===== config.mk =====
export PLATFORM = sky130hd
export DESIGN_NAME = pio_tx_fifo
export DESIGN_NICKNAME = d
export VERILOG_FILES = /design/src/rtl/pio_pkg.sv /design/src/rtl/pio_fifo_mem.sv /design/src/rtl/pio_tx_fifo.sv
export SDC_FILE = /design/constraint.sdc
export NUM_CORES = 1
export LEC_CHECK = 0
export BUFFER_PORTS_ARGS = -buffer_cell sky130_fd_sc_hd__buf_2
export CELL_PAD_IN_SITES_DETAIL_PLACEMENT = 0
export CELL_PAD_IN_SITES_GLOBAL_PLACEMENT = 1
export CORE_ASPECT_RATIO = 1.4
export CORE_MARGIN = 5
export CORE_UTILIZATION = 30
export DETAILED_ROUTE_END_ITERATION = 12
export PLACE_DENSITY = 0.54
export SYNTH_ARGS = -nofsm -noshare
export SYNTH_HDL_FRONTEND = slang
export SYNTH_SLANG_ARGS = --single-unit

===== constraint.sdc =====
create_clock -name clk -period 2.6 [get_ports clk]
set_input_delay 0 -clock clk [delete_from_list [all_inputs] [get_ports clk]]
set_output_delay 0 -clock clk [all_outputs]
set_load 0.05 [all_outputs]

===== src/rtl/pio_pkg.sv =====
// Shared PIO constants and FSTAT/FDEBUG per-state-machine field layout.
package pio_pkg;

    localparam int PIO_FIFO_DEPTH = 4;
    localparam int PIO_DW         = 32;
    localparam int PIO_LVL_W      = 5;

    typedef struct packed {
        logic txfull;
        logic txempty;
        logic txover;
        logic txstall;
    } pio_fstat_t;

endpackage


===== src/rtl/pio_fifo_mem.sv =====
// Register-file storage for the TX FIFO: one write port, asynchronous read.
module pio_fifo_mem
    import pio_pkg::*;
#(
    parameter int DEPTH = PIO_FIFO_DEPTH,
    parameter int DW    = PIO_DW,
    parameter int AW    = 2
) (
    input  logic          clk,
    input  logic          i_we,
    input  logic [AW-1:0] i_waddr,
    input  logic [DW-1:0] i_wdata,
    input  logic [AW-1:0] i_raddr,
    output logic [DW-1:0] o_rdata
);

    logic [DW-1:0] r_mem [DEPTH];

    always_ff @(posedge clk) begin
        if (i_we) begin
            r_mem[i_waddr] <= i_wdata;
        end
    end

    assign o_rdata = r_mem[i_raddr];

endmodule


===== src/rtl/pio_tx_fifo.sv =====
// Per-SM PIO TX FIFO with blocking/non-blocking pull and sticky debug bits.
// Define PIO_TX_JOIN_EN to add fjoin_tx (borrow RX storage, 2*DEPTH entries).
module pio_tx_fifo
    import pio_pkg::*;
#(
    parameter int DEPTH = PIO_FIFO_DEPTH,
    parameter int DW    = PIO_DW
) (
    input  logic                 clk,
    input  logic                 reset,
    input  logic                 flush,
    input  logic                 push,
    input  logic [DW-1:0]        push_data,
    input  logic                 pull_req,
    input  logic                 pull_block,
    input  logic [DW-1:0]        x_reg,
`ifdef PIO_TX_JOIN_EN
    input  logic                 fjoin_tx,
`endif
    output logic                 pull_ack,
    output logic [DW-1:0]        pull_data,
    output logic                 stall,
    output logic                 full,
    output logic                 empty,
    output logic [PIO_LVL_W-1:0] level,
    output logic                 txover,
    output logic                 txstall,
    input  logic                 clr_txover,
    input  logic                 clr_txstall
);

`ifdef PIO_TX_JOIN_EN
    localparam int SDEPTH = 2 * DEPTH;
`else
    localparam int SDEPTH = DEPTH;
`endif
    localparam int AW = (SDEPTH > 1) ? $clog2(SDEPTH) : 1;
    localparam logic [PIO_LVL_W-1:0] CAP_N = PIO_LVL_W'(DEPTH);

    logic [AW-1:0]        r_rd_ptr;
    logic [AW-1:0]        r_wr_ptr;
    logic [PIO_LVL_W-1:0] r_level;
    logic                 r_txover;
    logic                 r_txstall;

    logic [PIO_LVL_W-1:0] w_cap;
    logic [DW-1:0]        w_head;
    logic                 w_empty;
    logic                 w_full;
    logic                 w_pop;
    logic                 w_push_ok;
    logic                 w_drop;
    logic                 w_stall;
    logic                 w_flush;

    // A change of join mode reshapes storage, so it empties the FIFO.
`ifdef PIO_TX_JOIN_EN
    localparam logic [PIO_LVL_W-1:0] CAP_J = PIO_LVL_W'(2 * DEPTH);
    logic r_fjoin;

    always_ff @(posedge clk) begin
        if (reset) begin
            r_fjoin <= 1'b0;
        end else begin
            r_fjoin <= fjoin_tx;
        end
    end

    assign w_cap   = r_fjoin ? CAP_J : CAP_N;
    assign w_flush = flush | (fjoin_tx != r_fjoin);
`else
    assign w_cap   = CAP_N;
    assign w_flush = flush;
`endif

    function automatic logic [AW-1:0] ptr_inc(
        input logic [AW-1:0]        p,
        input logic [PIO_LVL_W-1:0] cap
    );
        return (PIO_LVL_W'(p) == cap - 1'b1) ? '0 : p + AW'(1);
    endfunction

    assign w_empty   = (r_level == '0);
    assign w_full    = (r_level == w_cap);
    assign w_pop     = pull_req & ~w_empty;
    assign w_push_ok = push & (~w_full | w_pop);
    assign w_drop    = push & w_full & ~w_pop;
    assign w_stall   = pull_req & pull_block & w_empty;

    pio_fifo_mem #(
        .DEPTH (SDEPTH),
        .DW    (DW),
        .AW    (AW)
    ) u_mem (
        .clk     (clk),
        .i_we    (w_push_ok & ~w_flush),
        .i_waddr (r_wr_ptr),
        .i_wdata (push_data),
        .i_raddr (r_rd_ptr),
        .o_rdata (w_head)
    );

    always_ff @(posedge clk) begin
        if (reset || w_flush) begin
            r_rd_ptr <= '0;
            r_wr_ptr <= '0;
            r_level  <= '0;
        end else begin
            if (w_pop) begin
                r_rd_ptr <= ptr_inc(r_rd_ptr, w_cap);
            end
            if (w_push_ok) begin
                r_wr_ptr <= ptr_inc(r_wr_ptr, w_cap);
            end
            if (w_push_ok && !w_pop) begin
                r_level <= r_level + 1'b1;
            end else if (w_pop && !w_push_ok) begin
                r_level <= r_level - 1'b1;
            end
        end
    end

    // Set wins over a same-cycle W1C clear.
    always_ff @(posedge clk) begin
        if (reset) begin
            r_txover  <= 1'b0;
            r_txstall <= 1'b0;
        end else begin
            if (w_drop) begin
                r_txover <= 1'b1;
            end else if (clr_txover) begin
                r_txover <= 1'b0;
            end
            if (w_stall) begin
                r_txstall <= 1'b1;
            end else if (clr_txstall) begin
                r_txstall <= 1'b0;
            end
        end
    end

    assign pull_ack  = pull_req & (~w_empty | ~pull_block);
    assign pull_data = w_empty ? x_reg : w_head;
    assign stall     = w_stall;
    assign full      = w_full;
    assign empty     = w_empty;
    assign level     = r_level;
    assign txover    = r_txover;
    assign txstall   = r_txstall;

endmodule


==> impl_metrics.json, run 1 <==
{
  "p_per_area_nw_per_um2": 884,
  "worstPathMaxFanout": 4,
  "cts_sinks": 141,
  "firstDrtPassIters": 4,
  "vias": 3190,
  "antenna_found_initial": 1,
  "synth_async_sr_flop_share": 0,
  "synth_area_leaders": "edfxtp_1 67%, mux4_2 12%, dfxtp_1 4.5%",
  "cts-buffers-inserted": 17,
  "worstSkewPairLatency_ps": 410,
  "cp-end-kind": "register",
  "clk_pin_slew_ps": 60,
  "outcome": "finished, final reports clean",
  "finClkSkew_ps": 13.7,
  "synth.distinct_cells": 33,
  "drive_gt1_frac": 0.479,
  "syn_nets": 372,
  "dp_hpwl_um": 7720,
  "synth_edf_count": 128,
  "grt_max_degree": 33,
  "overflow": 0,
  "ys_ff_latch": 141,
  "grt_pass1_vias": 3488,
  "drc": 0,
  "crit_type": "reg2reg",
  "setup.worst_path.start_class": "register",
  "max_freq_mhz": 392,
  "yosysTopAreaCellShare": 0.666,
  "io_pins": 115,
  "die_h_um": 174,
  "yosysSeqAreaShare": 0.711,
  "dominantRegCellSynth": "edfxtp_1",
  "clock_path_buffers": 2,
  "setup_viol": 0,
  "vdd_drop_max_v": 0.000406,
  "utilization": 0.406,
  "coreArea_sq_um": 19100,
  "rsz0062_at_grt": "true",
  "final_nets": 546,
  "start_util": 0.303,
  "maxSlewHeadroom": 0.389,
  "yosysWarnings": 0,
  "tightest_slew_ps": 917,
  "layoutNonFillerInstCount": 725,
  "dieWidth_um": 127,
  "synthCells": 289,
  "placement_rows": 60,
  "postSynthAreaPerCell_sq_um": 20.0,
  "antenna_left": 0,
  "wl_per_cell_um": 16.0,
  "p_leak_nw": 2.78,
  "slew_violations": 0,
  "netlist_area_sq_um": 5770,
  "synth_top_area_cell": "edfxtp_1",
  "dp_cells": 654,
  "hold_viol": 0,
  "cts_tree": "built",
  "drt_iter0_markers": 120,
  "grt_pass1_wl_um": 18000,
  "hp-class": "in2reg",
  "place_congestion": 0.695,
  "gr-usage-all-layers": 0.109,
  "area_delta_synth_final_pct": 34.1,
  "htree_num_levels": 4,
  "r2r_slack_ps": 50,
  "min_period_ps": 2550,
  "maxCapViolations": 0,
  "die_area_sq_um": 22100,
  "arrival_ps": 2910,
  "cts-root-buf": "clkbuf_16",
  "required_ps": 2960,
  "totalWireLength_um": 11600,
  "port_buffers": 114,
  "vias_per_cell": 4.40,
  "period_share": 0.982
}
## through the flow
step / area [sq um] / hold slack, ps / power (W) / setup slack, ps / setup TNS [ps]
2_1_floorplan: 5790 / 69.1 / 0.00404 / -139 / -139
3_3_place_gp: 6760 / 190 / 0.00447 / 11.2 / 0
3_5_place_dp: 6760 / 191 / 0.00448 / -4.32 / -4.32
4_1_cts: 7710 / 44.1 / 0.00690 / 0.869 / 0
5_1_grt: 7740 / 74.2 / 0.00715 / -68.8 / -68.8
6_report: 7740 / 46.7 / 0.00684 / 46.9 / 0
## cell families after synthesis
kind of cell	after synthesis	share of synthesized area
fa+ha+maj	11	0.0252
xor+xnor	3	0.00455
mux	66	0.191
simple gates	32	0.0301
buf+inv	21	0.0182
flops	141	0.711
compound gates	15	0.0199
## synthesized netlist by cell type (4+ instances only)
master,n
a21oi_1,7
and2_1,4
clkbuf_1,6
dfxtp_1,13
edfxtp_1,128
ha_1,10
inv_1,9
mux2_1,20
mux2_2,12
mux4_2,32
nand2_1,4
nor2_1,13
## report_power, final
group / internal, W / leakage, nW / switching, W
Clock: 0.00143 / 0.274 / 0.000922
Sequential: 0.00254 / 1.27 / 0.0000408
Combinational: 0.000676 / 1.23 / 0.00124
Total: 0.00464 / 2.78 / 0.00220
## path summary, 6_finish.rpt
check                 from       end  depth (start not counted)
setup / recovery  level[1]  level[4]                          9
hold / removal       flush  level[2]                          3
setup reg to reg  level[1]  level[4]                          9
hold reg to reg   level[3]  level[3]                          2
## worst max-delay path, cell delays in order (launching register included)
cell	delay (ps)
dfxtp_4	340
or4_4	570
o31ai_4	220
inv_2	70
ha_4	170
fa_2	330
nand3b_1	190
a211o_1	330
a211oi_2	170
a31o_2	120
## registers in the layout, indices dropped and copies added, names as in the netlist, named ones only
signal,count
txstall,1
u_mem.r_mem,128
r_rd_ptr,2
level,5
r_wr_ptr,2
txover,1
## timing repair
| item | in CTS | in global routing |
|---|---|---|
| gates resized for setup | 0 | 4 |
| pin swaps | 2 | 4 |
| buffers inserted | 0 | 2 |
| hold endpoints to repair | 130 | 0 |
| hold buffers | 36 | 0 |
| setup endpoints to repair | 1 | 24 |
## placed cells by master, fill, tap and decap left out, drive strengths merged, types with 3 or more instances in the layout
| master | count |
|---|---|
| xor2 | 3 |
| clkbuf | 18 |
| nand2 | 4 |
| edfxtp | 128 |
| buf | 131 |
| clkinvlp | 4 |
| nor2 | 14 |
| clkinv | 3 |
| mux4 | 32 |
| and2 | 4 |
| a21oi | 7 |
| dfxtp | 13 |
| dlygate4sd3 | 36 |
| nand3 | 3 |
| mux2 | 32 |
| ha | 10 |
| inv | 14 |
## final cells by class
| type | count | area [sq um] |
|---|---|---|
| Fill cell | 1809 | 11300 |
| Antenna cell | 1 | 2.50 |
| Inverter | 9 | 33.8 |
| Tap cell | 248 | 310 |
| Clock inverter | 14 | 158 |
| Clock buffer | 18 | 429 |
| Sequential cell | 141 | 4120 |
| Timing Repair Buffer | 167 | 1100 |
| Multi-Input combinational cell | 127 | 1590 |
## metal layers
layer | global-route usage | up-vias | routed length, um
met5 | 0 | - | 0
met2 | 0.201 | 71 | 6410
met1 | 0.116 | 1591 | 4490
li1 | - | 1514 | -
met4 | 0.0429 | 0 | 191
met3 | 0.0289 | 14 | 531
No activity file was read; power rests on OpenSTA's default activity.
==> inputs of run 2 (changes only) <==
--- a/config.mk
+++ b/config.mk
@@ -8,11 +8,10 @@
 export BUFFER_PORTS_ARGS = -buffer_cell sky130_fd_sc_hd__buf_2
 export CELL_PAD_IN_SITES_DETAIL_PLACEMENT = 0
 export CELL_PAD_IN_SITES_GLOBAL_PLACEMENT = 1
-export CORE_ASPECT_RATIO = 1.4
 export CORE_MARGIN = 5
 export CORE_UTILIZATION = 30
 export DETAILED_ROUTE_END_ITERATION = 12
-export PLACE_DENSITY = 0.54
+export PLACE_DENSITY = 0.52
 export SYNTH_ARGS = -nofsm -noshare
 export SYNTH_HDL_FRONTEND = slang
 export SYNTH_SLANG_ARGS = --single-unit
==> constraint.sdc (replaced) <==
create_clock -name clk -period 2.7 [get_ports clk]
set_input_delay 0 -clock clk [delete_from_list [all_inputs] [get_ports clk]]
set_output_delay 0 -clock clk [all_outputs]
set_load 0.05 [all_outputs]
==> run 2 against run 1 <==
Against the previous run: final cell count increased by 0.83%; core utilization is 0.73 points higher; sequential power down 3%; largest cell class unchanged; highest routed layer unchanged.
==> impl_metrics.json, run 2 (synthesis gave the netlist of run 1 again) <==
{
  "outcome": "finished, final reports clean",
  "maxSlewHeadroom": 0.347,
  "max_freq_mhz": 383,
  "overflow": 0,
  "arrival_ps": 2970,
  "crit_type": "reg2reg",
  "p_leak_nw": 2.79,
  "cts_tree": "built",
  "pwr-share-clk": 0.376,
  "fillers": 1734,
  "setup_viol": 0,
  "start_util": 0.306,
  "required_ps": 3060,
  "final_nets": 540,
  "crit_path_cell_trace": "or4_4 -> o31ai_4 -> inv_1 -> ha_2 -> fa_2 -> nand3b_1 -> a211o_1 -> a211oi_2 -> a31o_2",
  "drc": 0,
  "wl_per_cell_um": 16.5,
  "cp-end-kind": "register",
  "port_buffers": 114,
  "clk_pin_slew_ps": 60,
  "antenna_found_initial": 1,
  "gr-usage-all-layers": 0.114,
  "worstSkewPairLatency_ps": 410,
  "grt_max_degree": 33,
  "grt_pass1_wl_um": 18900,
  "period_share": 0.967,
  "area_delta_synth_final_pct": 34.8,
  "min_period_ps": 2610,
  "drive_gt1_frac": 0.470,
  "worstPathMaxFanout": 5,
  "whs_ps": 60.9,
  "placement_rows": 50,
  "maxCapViolations": 0,
  "cts-buffers-inserted": 17,
  "drt_iter0_markers": 143,
  "slowest_delay_ps": 570,
  "swShare": 0.304,
  "vdd_drop_max_v": 0.000442,
  "cts_sinks": 141,
  "cp_top_family": "compound AO/OA/AOI/OAI gates",
  "critPathBufInv": 1,
  "dieWidth_um": 149,
  "seq_area_sq_um": 4120,
  "largest_register_ffs": 128,
  "dp_hpwl_um": 7480,
  "finClkSkew_ps": 6.44,
  "p_switching_w": 0.00211,
  "vias_per_cell": 4.38,
  "multi_input_area_sq_um": 1580,
  "coreArea_sq_um": 18800,
  "slew_violations": 0,
  "vias": 3199,
  "htree_num_levels": 4,
  "hold_viol": 0,
  "final_common_cell": "edfxtp_1",
  "r2r_start": "level[1]",
  "setup.worst_path.start_class": "register",
  "grt_pass1_vias": 3460,
  "cts-root-buf": "clkbuf_16",
  "place_congestion": 0.719,
  "hp-class": "in2reg",
  "io_pins": 115,
  "p_per_area_nw_per_um2": 891,
  "tightest_slew_ps": 979,
  "rsz0062_at_grt": "true",
  "internal_power_w": 0.00482,
  "firstDrtPassIters": 4,
  "pwr-share-seq": 0.359,
  "p_comb_frac": 0.265,
  "clock_path_buffers": 2,
  "regMostFlops": "u_mem.r_mem",
  "total_power_w": 0.00693,
  "final_cell_mix": "128 x edfxtp_1, 114 x buf_2, 36 x dlygate4sd3_1, 32 x mux4_2, 20 x mux2_1",
  "hp-start": "push",
  "utilization": 0.413,
  "die_area_sq_um": 22100,
  "antenna_left": 0,
  "totalWireLength_um": 12100,
  "slowest_stage": "or4_4",
  "startpoint": "level[1]",
  "die_h_um": 149
}
run 2: changes by cell type in the layout (fill, tap and decap cells not counted), moves of 2 or more:
cell,delta
clkinv_4,+2
inv_6,-4
bufinv_16,+4
buf_4,-6
run 2: cell type report:
type / instances / area share
Inverter: 9 / 0.00434
Antenna cell: 1 / 0.000322
Sequential cell: 141 / 0.529
Tap cell: 260 / 0.0418
Timing Repair Buffer: 161 / 0.135
Clock inverter: 14 / 0.0312
Multi-Input combinational cell: 127 / 0.203
Clock buffer: 18 / 0.0552
run 2: final timing paths:
path / cells past startpoint / to / slack, ps
setup reg to reg: 9 / level[4] / 90
hold reg to reg: 2 / register / 480
setup / recovery: 9 / level[4] / 90
hold / removal: 5 / r_wr_ptr[1] / 60
run 2: layer usage:
layer  wire length (um)  track usage  vias to the layer above
met5                  0            0                        -
li1                   -            -                     1501
met3                657       0.0335                       13
met4                195       0.0443                        0
met1               5510        0.145                     1580
met2               5700        0.184                      105
run 2: power groups by stage:
stage	Clock (W)	Sequential (W)	Combinational, W
3_5_place_dp	0	0.00253	0.00177
4_1_cts	0.00267	0.00249	0.00182
3_3_place_gp	0	0.00253	0.00176
6_report	0.00261	0.00249	0.00184
5_1_grt	0.00276	0.00249	0.00197
2_1_floorplan	0	0.00257	0.00133
run 2: what timing repair did:
| action | in CTS | in global routing |
|---|---|---|
| buffers inserted | 0 | 5 |
| setup endpoints to repair | 0 | 20 |
| resized for setup | 0 | 1 |
| endpoints found under the hold margin | 130 | 0 |
| hold buffers | 36 | 0 |
run 2: worst register-to-register path: cells and delay by family (launching register included):
family / cells / cell delay, ps
buffers and inverters: 1 / 70
and+or+nand+nor: 2 / 780
adders and majority gates: 2 / 550
DFF: 1 / 360
AOI/OAI and AO/OA: 4 / 800
run 2: through the flow:
| stage | setup slack (ps) | cells | TNS, ps | instance area (sq um) |
|---|---|---|---|---|
| floorplan | -38.9 | 289 | -38.9 | 5790 |
| global placement | 84.4 | 657 | 0 | 6710 |
| detailed placement | 62.7 | 657 | 0 | 6710 |
| CTS | 16.4 | 725 | 0 | 7740 |
| global route | -29.2 | 731 | -29.2 | 7780 |
| finish | 90.3 | 731 | 0 | 7780 |
==> inputs of run 3 (changes only) <==
--- a/config.mk
+++ b/config.mk
@@ -8,10 +8,9 @@
 export BUFFER_PORTS_ARGS = -buffer_cell sky130_fd_sc_hd__buf_2
 export CELL_PAD_IN_SITES_DETAIL_PLACEMENT = 0
 export CELL_PAD_IN_SITES_GLOBAL_PLACEMENT = 1
-export CORE_MARGIN = 5
 export CORE_UTILIZATION = 30
 export DETAILED_ROUTE_END_ITERATION = 12
-export PLACE_DENSITY = 0.52
+export PLACE_DENSITY = 0.58
 export SYNTH_ARGS = -nofsm -noshare
 export SYNTH_HDL_FRONTEND = slang
 export SYNTH_SLANG_ARGS = --single-unit
==> constraint.sdc (replaced) <==
create_clock -name clk -period 3.3 [get_ports clk]
set_input_delay 0 -clock clk [delete_from_list [all_inputs] [get_ports clk]]
set_output_delay 0 -clock clk [all_outputs]
set_load 0.05 [all_outputs]
==> run 3 against run 2 <==
Against the previous run: cell area down 2.9%; core utilization is 1.0 points lower; register-to-register slack improved by 390 ps; first-iteration DRC count fell by 18%; setup slack better by 390 ps; sequential power shrank 18%; critical path type unchanged; clock power down 28%.
==> impl_metrics.json, run 3 (synthesis gave the netlist of run 1 again) <==
{
  "grt_max_degree": 37,
  "worstPathMaxFanout": 5,
  "gr-usage-all-layers": 0.124,
  "final_nets": 531,
  "overflow": 0,
  "die_h_um": 141,
  "drive_gt1_frac": 0.438,
  "drc": 0,
  "firstDrtPassIters": 4,
  "max_freq_mhz": 354,
  "place_ws_ps": 486,
  "dieWidth_um": 141,
  "maxSlewHeadroom": 0.365,
  "rsz0062_at_grt": "false",
  "coreArea_sq_um": 18800,
  "fillers": 1753,
  "grt_pass1_vias": 3370,
  "cts-root-buf": "clkbuf_16",
  "grt_pass1_wl_um": 17900,
  "period_share": 0.856,
  "setup_viol": 0,
  "hold_buffers": 37,
  "p_per_area_nw_per_um2": 704,
  "vias": 3181,
  "wl_per_cell_um": 16.3,
  "dp_hpwl_um": 6740,
  "antenna_left": 0,
  "tightest_slew_ps": 952,
  "hp-class": "in2reg",
  "die_area_sq_um": 19800,
  "cts_resized": 0,
  "min_period_ps": 2820,
  "outcome": "finished, final reports clean",
  "area_delta_synth_final_pct": 30.9,
  "largest_register_ffs": 128,
  "vdd_drop_max_v": 0.000354,
  "hold_viol": 0,
  "clock_path_buffers": 2,
  "worstSkewPairLatency_ps": 410,
  "totalWireLength_um": 11400,
  "tns_ps": 0,
  "port_buffers": 114,
  "place_congestion": 0.728,
  "required_ps": 3660,
  "diodes": 0,
  "cts_sinks": 141,
  "total_power_w": 0.00532,
  "crit_type": "reg2reg",
  "finClkSkew_ps": 7.24,
  "p_leak_nw": 2.70,
  "setup.worst_path.start_class": "register",
  "regMostFlops": "u_mem.r_mem",
  "clk_pin_slew_ps": 60,
  "cts-buffers-inserted": 17,
  "antenna_found_initial": 0,
  "final_common_cell": "edfxtp_1",
  "cts_setup_buffers": 0,
  "drt_iter0_markers": 117,
  "placement_rows": 50,
  "final_cell_mix": "128 x edfxtp_1, 114 x buf_2, 37 x dlygate4sd3_1, 32 x mux4_2, 20 x mux2_1",
  "io_pins": 115,
  "htree_num_levels": 4,
  "cts_tree": "built",
  "cp-end-kind": "register",
  "maxCapViolations": 0,
  "fin_ws_ps": 476,
  "slew_violations": 0,
  "start_util": 0.307,
  "vias_per_cell": 4.58,
  "arrival_ps": 3180
}
-- run 3: critical path, stage by stage, from the launching register on --
cell and delay (ps):
dfxtp_1 350, or4_4 600, o31ai_4 290, inv_1 80, ha_1 230, fa_1 400, nand3b_1 200, a211o_1 290
a211oi_1 200, a31o_2 130
-- run 3: metrics by stage --
stage / util / area, sq um / hold WS, ps / cells
6_report: 0.403 / 7560 / 27.2 / 695
5_1_grt: 0.403 / 7560 / 26.9 / 695
4_1_cts: 0.403 / 7560 / 2.88 / 695
3_5_place_dp: 0.351 / 6590 / 201 / 626
3_3_place_gp: 0.351 / 6590 / 187 / 626
2_1_floorplan: - / 5770 / 69.1 / 289
-- run 3: per-layer routing --
| metal | track usage | routed length, um | vias up |
|---|---|---|---|
| li1 | - | - | 1489 |
| met3 | 0.0370 | 493 | 13 |
| met4 | 0.0515 | 161 | 0 |
| met1 | 0.157 | 5200 | 1593 |
| met2 | 0.199 | 5500 | 86 |
| met5 | 0 | 0 | - |
-- run 3: final timing paths --
path	start	end	slack [ps]	cells after the start
min	pull_req	r_wr_ptr[0]	30	4
min reg2reg	level[3]	level[3]	510	2
max	level[0]	level[4]	480	9
max reg2reg	level[0]	level[4]	480	9
-- run 3: power breakdown --
part           total (W)  switching, W  leakage, nW  internal, W
Combinational    0.00139      0.000943         1.15     0.000446
Sequential       0.00204     0.0000398         1.27      0.00200
Clock            0.00189      0.000711        0.283      0.00118
-- run 3: area by class of cell --
type,instances,area [sq um],area share
clock buffer,17,425,0.0563
clock inverter,15,170,0.0225
inverter,9,33.8,0.00447
sequential,141,4110,0.543
multi-input combinational,127,1570,0.207
timing repair buffer,152,961,0.127
tap,234,293,0.0387
